### src/rtl/harness_sequencer.sv
// Test-harness sequencer: CPU reset, program load, bounded CPU run, then one result byte read back.
// Optional HARNESS_SEQ_HALT_ON_RESULT_EN: a RUN-phase write to RESULT_ADDR ends the run early.
module harness_sequencer #(
    parameter int unsigned CPU_RST_CYCLES = 32'd8,
    parameter int unsigned SETTLE_CYCLES  = 32'd6,
    parameter int unsigned RUN_CYCLES     = 32'd2444,
    parameter int unsigned LOAD_MAX       = 32'd1024,
    parameter logic [15:0] RESULT_ADDR    = 16'hE200
) (
    input  logic        clk,
    input  logic        reset_n,
    input  logic        start,
    input  logic [15:0] ld_addr,
    input  logic        ld_we,
    input  logic [7:0]  ld_data,
    input  logic        ld_done,
    output logic        ld_rst,
    output logic        ld_load,
    input  logic [7:0]  cpu_do,
    input  logic        cpu_we,
    input  logic [2:0]  cpu_lh,
    output logic        cpu_reset,
    output logic        cpu_rdy,
    output logic [15:0] ram_addr,
    output logic        ram_we,
    output logic        ram_re,
    output logic [7:0]  ram_din,
    input  logic [7:0]  ram_dout,
    output logic [7:0]  result,
    output logic        busy,
    output logic        done,
    output logic        error,
    output logic [2:0]  state
);

    typedef enum logic [2:0] {
        S_IDLE   = 3'd0,
        S_CPURST = 3'd1,
        S_LOAD   = 3'd2,
        S_SETTLE = 3'd3,
        S_RUN    = 3'd4,
        S_DUMP   = 3'd5,
        S_DONE   = 3'd6
    } state_t;

    // Last phase-counter value of each timed state (counter is 0 on a state's first cycle).
    localparam logic [31:0] RST_LAST    = 32'(CPU_RST_CYCLES) - 32'd1;
    localparam logic [31:0] SETTLE_LAST = 32'(SETTLE_CYCLES) - 32'd1;
    localparam logic [31:0] RUN_LAST    = 32'(RUN_CYCLES) - 32'd1;
    localparam logic [31:0] LOAD_LAST   = 32'(LOAD_MAX) - 32'd1;

    state_t      state_q, state_d;
    logic [31:0] cnt_q, cnt_d;
    logic [7:0]  abl_q, abl_d;
    logic [7:0]  abh_q, abh_d;
    logic [7:0]  result_q, result_d;
    logic        error_q, error_d;
    logic        cap_q, cap_d;
    logic        ld_rst_q, ld_rst_d;
    logic        ld_load_q, ld_load_d;
    logic        cpu_reset_q, cpu_reset_d;
    logic        cpu_rdy_q, cpu_rdy_d;
    logic        busy_q, busy_d;
    logic        done_q, done_d;

    logic [15:0] cpu_addr_s;
    logic        we_g_s;
    logic        halt_s;

    assign cpu_addr_s = {abh_q, abl_q};
    assign we_g_s     = cpu_we & (cpu_lh == 3'd5) & cpu_rdy_q;

`ifdef HARNESS_SEQ_HALT_ON_RESULT_EN
    assign halt_s = we_g_s & (cpu_addr_s == RESULT_ADDR);
`else
    assign halt_s = 1'b0;
`endif

    // Next-state logic; a low start outside IDLE/DONE always aborts.
    always_comb begin
        state_d = state_q;
        case (state_q)
            S_IDLE: begin
                if (start) state_d = S_CPURST;
                else       state_d = S_IDLE;
            end
            S_CPURST: begin
                if (!start)                 state_d = S_IDLE;
                else if (cnt_q == RST_LAST) state_d = S_LOAD;
                else                        state_d = S_CPURST;
            end
            S_LOAD: begin
                if (!start)                  state_d = S_IDLE;
                else if (ld_done)            state_d = S_SETTLE;
                else if (cnt_q == LOAD_LAST) state_d = S_DONE;
                else                         state_d = S_LOAD;
            end
            S_SETTLE: begin
                if (!start)                    state_d = S_IDLE;
                else if (cnt_q == SETTLE_LAST) state_d = S_RUN;
                else                           state_d = S_SETTLE;
            end
            S_RUN: begin
                if (!start)                           state_d = S_IDLE;
                else if (halt_s || cnt_q == RUN_LAST) state_d = S_DUMP;
                else                                  state_d = S_RUN;
            end
            S_DUMP: begin
                if (!start) state_d = S_IDLE;
                else        state_d = S_DONE;
            end
            S_DONE: begin
                if (!start) state_d = S_IDLE;
                else        state_d = S_DONE;
            end
            default: state_d = S_IDLE;
        endcase
    end

    // Control/status outputs are registered from the next state so they align with state_q.
    always_comb begin
        ld_rst_d    = 1'b0;
        ld_load_d   = 1'b0;
        cpu_reset_d = 1'b0;
        cpu_rdy_d   = 1'b0;
        busy_d      = 1'b0;
        done_d      = 1'b0;
        case (state_d)
            S_IDLE: begin
                ld_rst_d    = 1'b1;
                cpu_reset_d = 1'b1;
            end
            S_CPURST: begin
                ld_rst_d    = 1'b1;
                cpu_reset_d = 1'b1;
                busy_d      = 1'b1;
            end
            S_LOAD: begin
                ld_load_d   = 1'b1;
                cpu_reset_d = 1'b1;
                busy_d      = 1'b1;
            end
            S_SETTLE: busy_d = 1'b1;
            S_RUN: begin
                cpu_rdy_d = 1'b1;
                busy_d    = 1'b1;
            end
            S_DUMP: busy_d = 1'b1;
            S_DONE: done_d = 1'b1;
            default: begin
                ld_rst_d    = 1'b1;
                cpu_reset_d = 1'b1;
            end
        endcase
    end

    // Phase counter, address rebuild, error flag and result capture.
    always_comb begin
        if (state_d != state_q) begin
            cnt_d = 32'd0;
        end else if (cnt_q == 32'hFFFF_FFFF) begin
            cnt_d = cnt_q;
        end else begin
            cnt_d = cnt_q + 32'd1;
        end

        if (state_q == S_IDLE || state_q == S_CPURST) begin
            abl_d = 8'h00;
            abh_d = 8'h00;
        end else begin
            if (cpu_lh == 3'd0) abl_d = cpu_do;
            else                abl_d = abl_q;
            if (cpu_lh == 3'd2) abh_d = cpu_do;
            else                abh_d = abh_q;
        end

        if (state_d == S_IDLE) begin
            error_d = 1'b0;
        end else if (state_q == S_LOAD && state_d == S_DONE) begin
            error_d = 1'b1;
        end else begin
            error_d = error_q;
        end

        // Read data for the DUMP read arrives during the first DONE cycle.
        cap_d = (state_q == S_DUMP) && (state_d == S_DONE);
        if (cap_q) result_d = ram_dout;
        else       result_d = result_q;
    end

    // Single RAM port mux: loader in LOAD, CPU in RUN, result read in DUMP.
    always_comb begin
        ram_addr = 16'h0000;
        ram_we   = 1'b0;
        ram_re   = 1'b0;
        ram_din  = 8'h00;
        case (state_q)
            S_LOAD: begin
                ram_addr = ld_addr;
                ram_we   = ld_we;
                ram_din  = ld_data;
            end
            S_RUN: begin
                ram_addr = cpu_addr_s;
                ram_we   = we_g_s;
                ram_re   = !we_g_s & (cpu_lh == 3'd3) & cpu_rdy_q;
                ram_din  = cpu_do;
            end
            S_DUMP: begin
                ram_addr = RESULT_ADDR;
                ram_re   = 1'b1;
            end
            default: begin
                ram_addr = 16'h0000;
                ram_we   = 1'b0;
                ram_re   = 1'b0;
                ram_din  = 8'h00;
            end
        endcase
    end

    // State and datapath registers with synchronous active-low reset.
    always_ff @(posedge clk) begin
        if (!reset_n) begin
            state_q     <= S_IDLE;
            cnt_q       <= 32'd0;
            abl_q       <= 8'h00;
            abh_q       <= 8'h00;
            result_q    <= 8'h00;
            error_q     <= 1'b0;
            cap_q       <= 1'b0;
            ld_rst_q    <= 1'b1;
            ld_load_q   <= 1'b0;
            cpu_reset_q <= 1'b1;
            cpu_rdy_q   <= 1'b0;
            busy_q      <= 1'b0;
            done_q      <= 1'b0;
        end else begin
            state_q     <= state_d;
            cnt_q       <= cnt_d;
            abl_q       <= abl_d;
            abh_q       <= abh_d;
            result_q    <= result_d;
            error_q     <= error_d;
            cap_q       <= cap_d;
            ld_rst_q    <= ld_rst_d;
            ld_load_q   <= ld_load_d;
            cpu_reset_q <= cpu_reset_d;
            cpu_rdy_q   <= cpu_rdy_d;
            busy_q      <= busy_d;
            done_q      <= done_d;
        end
    end

    assign ld_rst    = ld_rst_q;
    assign ld_load   = ld_load_q;
    assign cpu_reset = cpu_reset_q;
    assign cpu_rdy   = cpu_rdy_q;
    assign busy      = busy_q;
    assign done      = done_q;
    assign error     = error_q;
    assign result    = result_q;
    assign state     = state_q;

endmodule

### config.mk
export PLATFORM = sky130hd
export DESIGN_NAME = harness_sequencer
export DESIGN_NICKNAME = d
export VERILOG_FILES = /design/src/rtl/harness_sequencer.sv
export SDC_FILE = /design/constraint.sdc
export NUM_CORES = 1
export LEC_CHECK = 0
export ABC_AREA = 1
export BUFFER_PORTS_ARGS = -buffer_cell sky130_fd_sc_hd__buf_4
export CELL_PAD_IN_SITES_DETAIL_PLACEMENT = 0
export CELL_PAD_IN_SITES_GLOBAL_PLACEMENT = 1
export CORE_MARGIN = 4
export CORE_UTILIZATION = 41
export CTS_BUF_LIST = sky130_fd_sc_hd__clkbuf_16
export DETAILED_ROUTE_END_ITERATION = 6
export PLACE_DENSITY_LB_ADDON = 0.1
export SYNTH_ARGS = -nofsm -noshare
export SYNTH_HDL_FRONTEND = slang
export SYNTH_SLANG_ARGS = --single-unit
### constraint.sdc
create_clock -name clk -period 4.3 [get_ports clk]
set_clock_uncertainty 0.1 [all_clocks]
set_input_delay 0.43 -clock clk [delete_from_list [all_inputs] [get_ports clk]]
set_output_delay 0.43 -clock clk [all_outputs]
set_load 0.02 [all_outputs]
==> results of run 1 <==
==> through the flow <==
step | std cells | worst slack, ps | utilization [%]
global placement | 777 | 1550 | 50.8
global route | 793 | 1140 | 53.6
detailed placement | 777 | 1450 | 50.8
CTS | 793 | 1450 | 53.6
floorplan | 569 | 2280 | -
finish | 793 | 1470 | 53.6
==> placed cells by master, fill, tap and decap left out <==
master	netlist	layout
ha_1	3	3
inv_1	78	80
nand3b_1	1	1
nand2_1	93	93
nand4_1	11	11
nand3_4	1	1
nand2_2	10	10
buf_4	0	93
nor2_2	6	6
clkinv_2	0	3
nor3_2	1	1
nor4_2	1	1
clkinvlp_4	0	2
nand3_1	17	17
nor3_1	16	16
nand3_2	3	3
nor4_1	4	4
xor2_1	25	25
nand2_4	1	1
clkinv_1	1	1
xnor2_1	5	5
o21ai_0	35	35
clkbuf_16	0	9
nor2_4	36	36
o32ai_1	1	1
dfxtp_1	67	67
nor2_1	97	97
o22ai_1	13	13
inv_2	4	4
a21oi_1	21	21
or2_2	1	1
o221ai_1	3	3
==> registers in the layout, summed over array words and instances (netlist names), 3 cells and up <==
name,cells
cnt_q,32
state,3
abh_q,8
abl_q,8
result,8
==> cells by family after synthesis <==
group	count (synthesis)	share of synthesized area, %
xor+xnor	30	6.52
buf+inv	97	10.3
flops	67	33.3
fa+ha+maj	3	0.932
compound gates	73	9.85
simple gates	299	39.0
==> routing by layer <==
metal,routed length [um],part of all wire [%]
met1,4870,46
met2,4930,46
met3,622,5.9
met4,190,1.8
met5,0,0
==> power by group <==
group	leakage (nW)	total [mW]	switching (mW)	internal (mW)
logic	1.44	0.0856	0.0470	0.0386
registers	0.540	0.627	0.00324	0.623
clock network	0.134	0.651	0.269	0.382
total	2.11	1.36	0.319	1.04
==> how the worst max path moves through the flow <==
| stage | to | slack [ps] | from | cells past startpoint |
|---|---|---|---|---|
| after detailed placement | cnt_q[26] | 1450 | state[1] | 9 |
| after global placement | cnt_q[27] | 1550 | state[1] | 9 |
| after floorplan | cnt_q[19] | 2280 | cnt_q[0] | 11 |
| after CTS | cnt_q[26] | 1450 | state[1] | 9 |
| final | cnt_q[27] | 1470 | state[1] | 9 |
| after global routing | cnt_q[26] | 1140 | state[1] | 9 |
==> critical path: cells and delay by family, from the launching register on <==
| family | cells | cell delay (ps) |
|---|---|---|
| flops | 1 | 490 |
| simple gates | 9 | 2030 |
==> layout make-up <==
class	count	share of cell area, %
Multi-Input combinational cell	405	45.0
Sequential cell	67	26.6
Clock inverter	7	0.744
Tap cell	129	3.20
Timing Repair Buffer	93	13.8
Inverter	83	6.18
Clock buffer	9	4.46
==> run_results.csv, run 1 <==
group,metric,value,unit
timing,hold_viol,0,
timing,holdWs,226,ps
timing,drv_slew,0,
logic_synthesis,synthCells,569,
timing,setup-tns-final,0,ps
setup_path,required,4390,ps
global_routing,grt_busiest_layer,"met2",
power,vdd_drop_max,0.182,mV
cts,clock_tree.buffer_depth,2,
cts,cts.clk_slew.worst_paths,60,ps
placement,placed_area,4780,um2
setup_path,critPathCaptureType,"flop",
logic_synthesis,ys_types,31,
route,drcViolationCount,0,
cts,cts_resized,0,
die,core.rowCount,35,
die,die_area,11500,um2
cts,cts_made_buffers,9,
logic_synthesis,avgSynthCellArea,7.08,um2
global_routing,grt_pass1_vias,3477,
global_routing,grt_usage,18.4,%
global_routing,met2_usage,28.4,%
route,drt_first_pass_iters,4,
logic_synthesis,synth.top_cell.area_share,33.3,%
setup_path,cp.arrival,2920,ps
min_path,holdPathStages,3,
logic_synthesis,synthMostInstantiatedCell,"nor2_1",
timing,min_period,2830,ps
timing,finalSetupViolations,0,
route,vias,3781,
cts,insertion_delay,330,ps
timing,rsz0062_at_grt,"false",
die,ios,93,
setup_path,cp_slowest_stage_delay,630,ps
layout,syn_to_final_growth,25.3,%
timing,timing.final.crit_share,65.9,%
global_routing,grt-ovfl-total,0,
cts,htree_levels,3,
logic_synthesis,yosysSeqAreaShare,33.3,%
setup_path,cp_max_fo,32,
logic_synthesis,async_flop_share,0,%
die,core_area,9420,um2
min_path,hold_class,"input pin to flop",
logic_synthesis,ys_ff_latch,67,
power,finalPower,1.36,mW
placement,gp_congestion,0.908,
power,leakage,2.11,nW
logic_synthesis,syn-num-nets,621,
setup_path,crit_chain,"nand3_2, nor2_1, nand4_1, nand2_2, nand2_1, nand2_1, nor2_4, nand2_4, nor2_1",
logic_synthesis,synth_edf_count,0,
placement,hpwl,8140,um
cts,root_buffer,"clkbuf_16",
cts,post_cts_buffers,0,
setup_path,worstSetupPathType,"flop to flop",
die,die_w,107,um
setup_path,critical_path.slowest_cell,"nand2_4",
timing,fmax,353,MHz
timing,tightest_slew,931,ps
min_path,min-delay-start,"ram_dout[7]",
global_routing,antenna_found_initial,0,
logic_synthesis,yosys.area.top_type,"dfxtp_1",
route,drt-wirelength-per-cell,13.4,um
die,die_y,107,um
status,outcome,"finished clean",
timing,slew_headroom,37.9,%
route,vias_per_cell,4.77,
global_routing,grt_pass1_wl,16900,um
placement,io_buffers,92,
power,power_density,270,nW/um2
min_path,whs_endpoint,"result[7]",
logic_synthesis,syn-cell-area,4030,um2
cts,cts_tree,"done",
layout,final_area,5040,um2
route,routed_wl,10600,um
layout,final-seq-area,1340,um2
cts,ctsHoldBuffers,0,
global_routing,grt_max_degree,33,
setup_path,timing.rr.end,"cnt_q[27]",
layout,fillers,948,
cts,cts.sinks,67,
layout,num_antenna_cells,0,
route,drtIter0Drc,145,
logic_synthesis,synthTopCellsByArea,"dfxtp_1 (33%), nor2_4 (10%), nor2_1 (9.0%), nand2_1 (8.7%), inv_1 (7.3%)",
global_routing,grtUsageMet1,25.4,%
layout,nets,711,
layout,drive_gt1_share,25.8,%
logic_synthesis,yosysWarnings,0,
setup_path,rr_startpoint,"state[1]",
setup_path,rrSetupSlack,1470,ps
run,maxCapViolations,0,
logic_synthesis,ys_top_cells_by_count,"nor2_1 (97), nand2_1 (93), inv_1 (78), dfxtp_1 (67), nor2_4 (36)",
die,start_util,42.8,%
route,antenna_left,0,
setup_path,r2r_cells,9,
logic_synthesis,ys.flop_type,"dfxtp_1",
layout,multi_input_area,2270,um2
global_routing,grt_use_met3,3.43,%
setup_path,cp-start-kind,"flop",
Note: power is estimated with default switching activity, not from simulation.
==> run 2, diff against run 1 <==
ABC_AREA = 0   (was 1)
CORE_UTILIZATION = 35   (was 41)
clock period = 2.5 ns   (was 4.3 ns; I/O delays follow)
==> run_results.csv, run 2 <==
group,metric,value,unit
cts,insertion_delay,320,ps
cts,cts.clk_slew.worst_paths,60,ps
logic_synthesis,ys_ff_latch,67,
layout,mostFrequentLayoutCells,"buf_4 (116), nor2_1 (67), dfxtp_1 (67)",
route,antenna_left,0,
timing,tightest_slew,451,ps
route,routed_wl,8860,um
global_routing,grt_usage,15.9,%
route,vias_per_cell,4.99,
logic_synthesis,syn-cell-area,3380,um2
cts,root_buffer,"clkbuf_16",
min_path,hold_class,"input pin to flop",
status,outcome,"finished clean",
timing,fmax,437,MHz
cts,htree_levels,3,
die,core_area,9330,um2
setup_path,critPathCaptureType,"flop",
logic_synthesis,synth.top_cell.area_share,39.7,%
timing,setup-tns-final,0,ps
logic_synthesis,synth_edf_count,0,
cts,cts.sinks,67,
timing,rsz0062_at_grt,"false",
global_routing,antenna_found_initial,0,
timing,timing.final.crit_share,91.6,%
layout,final_area,4620,um2
logic_synthesis,ys_top_cells_by_count,"dfxtp_1 (67), nor2_1 (67), mux2i_1 (24), nand4_1 (24), nand2_1 (21)",
global_routing,grt-ovfl-total,0,
layout,regMostFlops,"cnt_q",
setup_path,worstSetupPathType,"flop to flop",
die,die_w,106,um
power,pwr-share-seq,46.2,%
power,comb_power_share,6.3,%
global_routing,grt_pass1_vias,3028,
layout,fillers,938,
timing,min_period,2290,ps
route,drt_first_pass_iters,4,
placement,io_buffers,92,
logic_synthesis,syn-num-nets,441,
power,power_density,504,nW/um2
power,swShare,22.2,%
timing,slew_headroom,69.9,%
placement,gp_congestion,0.801,
layout,syn_to_final_growth,36.6,%
global_routing,grt_max_degree,33,
cts,cts_resized,0,
route,drcViolationCount,0,
setup_path,cp-start-kind,"flop",
logic_synthesis,ys_types,44,
die,die_y,106,um
layout,num_antenna_cells,0,
cts,clock_tree.buffer_depth,2,
route,drtIter0Drc,112,
power,leakage,1.80,nW
power,finalPower,2.33,mW
logic_synthesis,synthCells,389,
cts,cts_made_buffers,9,
setup_path,cp.arrival,2400,ps
power,p_sw,517,uW
power,clkPwrFrac,47.6,%
route,drt-wirelength-per-cell,14.0,um
timing,finalSetupViolations,0,
route,vias,3148,
setup_path,cp_max_fo,11,
placement,hpwl,6590,um
placement,placed_area,4340,um2
logic_synthesis,async_flop_share,0,%
power,vdd_drop_max,0.249,mV
die,start_util,36.2,%
setup_path,required,2610,ps
layout,nets,549,
die,ios,93,
layout,layout_commonest_cell,"buf_4",
logic_synthesis,ys.flop_type,"dfxtp_1",
die,die_area,11300,um2
timing,hold_viol,0,
global_routing,grt_pass1_wl,14700,um
logic_synthesis,yosysWarnings,0,
run,maxCapViolations,0,
power,internal_power,1.81,mW
timing,drv_slew,0,
cts,cts_tree,"done",
logic_synthesis,yosysSeqAreaShare,39.7,%
layout,largest_reg_flops,32,
layout,drive_gt1_share,28.7,%
die,core.rowCount,35,
cts,post_cts_buffers,0,
logic_synthesis,synthTopCellsByArea,"dfxtp_1 (40%), nor2_1 (7.4%), mux2i_1 (7.1%), a22o_1 (5.2%), xor2_1 (5.2%)",
cts,ctsHoldBuffers,0,
logic_synthesis,avgSynthCellArea,8.69,um2
logic_synthesis,yosys.area.top_type,"dfxtp_1",
## run 2: logic make-up (layout without fill, tap and decap cells)
logic type | Yosys count | after routing | share of synthesized area, %
compound gates | 51 | 51 | 11.8
mux | 24 | 24 | 7.11
flops | 67 | 67 | 39.7
fa+ha+maj | 3 | 3 | 1.11
buf+inv | 26 | 139 | 3.48
xor+xnor | 28 | 28 | 7.25
simple gates | 190 | 190 | 29.6
## run 2: worst max-delay path: stages (launching register included)
cell	delay, ps
dfxtp_1	470
nand4_1	280
nor4_2	400
nand4_1	310
buf_4	280
nand4_1	110
xor2_1	160
nor2_1	60
## run 2: path summary, 6_finish.rpt
path / start / to / slack [ps] / depth (start not counted)
max: cnt_q[14] / cnt_q[8] / 210 / 7
min: ram_dout[4] / result[4] / 80 / 3
max reg2reg: cnt_q[14] / cnt_q[8] / 210 / 7
min reg2reg: abh_q[7] / abh_q[7] / 390 / 2
## run 2: layer usage
metal / track usage [%] / wire [um] / vias up
li1: - / - / 1605
met1: 20.0 / 4120 / 1433
met2: 25.8 / 3990 / 93
met3: 3.95 / 559 / 17
met4: 6.57 / 192 / 0
met5: 0 / 0 / -
## run 2: through the flow
stage | setup WS, ps | util [%] | cells | hold WS (ps)
floorplan | 229 | - | 389 | 278
global placement | 174 | 46.6 | 615 | 378
detailed placement | 180 | 46.6 | 615 | 387
CTS | 153 | 49.4 | 631 | 80.6
global route | 20.7 | 49.5 | 631 | 82.3
finish | 209 | 49.5 | 631 | 83.5
## run 2: area by class of cell
cell class	instances	area [um2]	area share [%]
clock buffer	9	225	4.88
clock inverter	7	36.3	0.786
inverter	6	22.5	0.488
multi-input combinational	296	1940	42.0
sequential	67	1340	29.1
tap	129	161	3.50
timing repair buffer	117	891	19.3
## run 2: power groups by stage
stage	Clock [mW]	Sequential (mW)	Combinational (mW)
floorplan	0	1.10	0.0548
detailed placement	0	1.10	0.149
finish	1.11	1.07	0.146
CTS	1.14	1.07	0.149
global route	1.20	1.07	0.161
global placement	0	1.10	0.147
==> run 3, diff against run 2 <==
CORE_UTILIZATION = 36   (was 35)
CTS_BUF_LIST = sky130_fd_sc_hd__clkbuf_4   (was sky130_fd_sc_hd__clkbuf_16)
==> run_results.csv, run 3 (synthesized netlist as in run 2, its figures left out) <==
group,metric,value,unit
route,routed.top_layer,"met4",
min_path,whs_endpoint,"ld_rst",
timing,finalSetupViolations,0,
timing,hold_viol,0,
layout,layout_commonest_cell,"buf_4",
timing,tightest_slew,474,ps
cts,cts.sinks,67,
global_routing,grt_pass1_wl,15300,um
layout,syn_to_final_growth,38.7,%
die,die_area,11000,um2
min_path,min-delay-start,"start",
placement,place_ws,185,ps
setup_path,critPathCaptureType,"flop",
power,power_density,484,nW/um2
route,routed_wl,9220,um
die,core_area,9200,um2
global_routing,antenna_found_initial,0,
route,vias_per_cell,5.10,
route,vias,3204,
layout,drive_gt1_share,27.7,%
placement,gp_congestion,0.823,
layout,num_antenna_cells,0,
layout,largest_reg_flops,32,
power,vdd_drop_max,0.264,mV
cts,post_cts_buffers,0,
cts,clock_tree.buffer_depth,2,
cts,htree_levels,3,
min_path,holdPathStages,4,
layout,final_cells,628,
min_path,hold_class,"input pin to flop",
setup_path,r2r_cells,7,
global_routing,grt-ovfl-total,0,
route,drtIter0Drc,158,
timing,rsz0062_at_grt,"false",
route,drt-wirelength-per-cell,14.7,um
timing,slew_headroom,68.4,%
run,maxCapViolations,0,
route,drcViolationCount,0,
setup_path,rr_startpoint,"cnt_q[1]",
route,drt_first_pass_iters,4,
placement,dpl.cell_count,595,
cts,ctsHoldBuffers,17,
timing,timing.final.crit_share,93.7,%
die,die_y,105,um
placement,io_buffers,92,
status,outcome,"finished clean",
route,wl_met3,347,um
die,core.rowCount,35,
cts,cts_tree,"done",
setup_path,timing.rr.end,"busy",
cts,insertion_delay,410,ps
global_routing,grt_max_degree,33,
route,met1_length,4340,um
timing,worst_slack,158,ps
route,antenna_left,0,
layout,fillers,897,
die,die_w,105,um
cts,root_buffer,"clkbuf_4",
cts,cts.clk_slew.worst_paths,130,ps
timing,setup-tns-final,0,ps
cts,cts_made_buffers,9,
die,start_util,36.8,%
power,leakage,1.84,nW
layout,mostFrequentLayoutCells,"buf_4 (114), nor2_1 (67), dfxtp_1 (67)",
layout,regMostFlops,"cnt_q",
setup_path,cp.arrival,2530,ps
layout,nets,564,
cts,cts_resized,0,
timing,drv_slew,0,
timing,fmax,427,MHz
global_routing,grt_pass1_vias,3121,
global_routing,grt_usage,17.0,%
placement,hpwl,6680,um
die,ios,93,
setup_path,required,2690,ps
timing,min_period,2340,ps
setup_path,worstSetupPathType,"flop to flop",
route,routed-wl-met2,4420,um
setup_path,rrSetupSlack,160,ps
setup_path,cp_max_fo,6,
layout,final_util,51.0,%
setup_path,cp-start-kind,"flop",
[run 3: worst max path at each step]
stage / slack, ps / cells past startpoint / start / endpoint
floorplan: 230 / 8 / cnt_q[0] / busy
global placement: 240 / 8 / cnt_q[15] / cnt_q[1]
detailed placement: 190 / 7 / cnt_q[1] / busy
CTS: 160 / 7 / cnt_q[1] / busy
global route: 10 / 8 / cnt_q[15] / cnt_q[12]
finish: 160 / 7 / cnt_q[1] / busy
[run 3: worst max-delay path, stage by stage (launching register included)]
cell	delay, ps
dfxtp_1	370
ha_1	210
and2_1	180
and4_1	190
and4bb_2	260
nor3_2	350
o211ai_1	240
o221a_2	330
[run 3: layout make-up]
type	count	area (um2)	share of cell area, %
Multi-Input combinational cell	296	1930	41.1
Clock buffer	10	75.1	1.60
Inverter	6	22.5	0.480
Clock inverter	6	138	2.94
Tap cell	111	139	2.96
Sequential cell	67	1340	28.6
Timing Repair Buffer	132	1050	22.3
[run 3: layer usage]
| metal | vias up | track usage, % |
|---|---|---|
| li1 | 1633 | - |
| met1 | 1493 | 21.9 |
| met2 | 70 | 27.5 |
| met3 | 8 | 4.63 |
| met4 | 0 | 6.00 |
| met5 | - | 0 |
[run 3: stage by stage]
step | total power, mW | instance area [um2] | hold WS [ps]
finish | 2.27 | 4690 | 218
global route | 2.37 | 4690 | 226
CTS | 2.30 | 4690 | 176
detailed placement | 1.25 | 4310 | 384
global placement | 1.24 | 4310 | 376
floorplan | 1.16 | 3380 | 278
[run 3: report_power, final]
group,internal (mW),leakage (nW),total (mW),switching [mW]
Sequential,1.07,0.540,1.08,0.00468
Clock,0.622,0.111,1.03,0.406
Combinational,0.0989,1.19,0.166,0.0668
Total,1.79,1.84,2.27,0.478
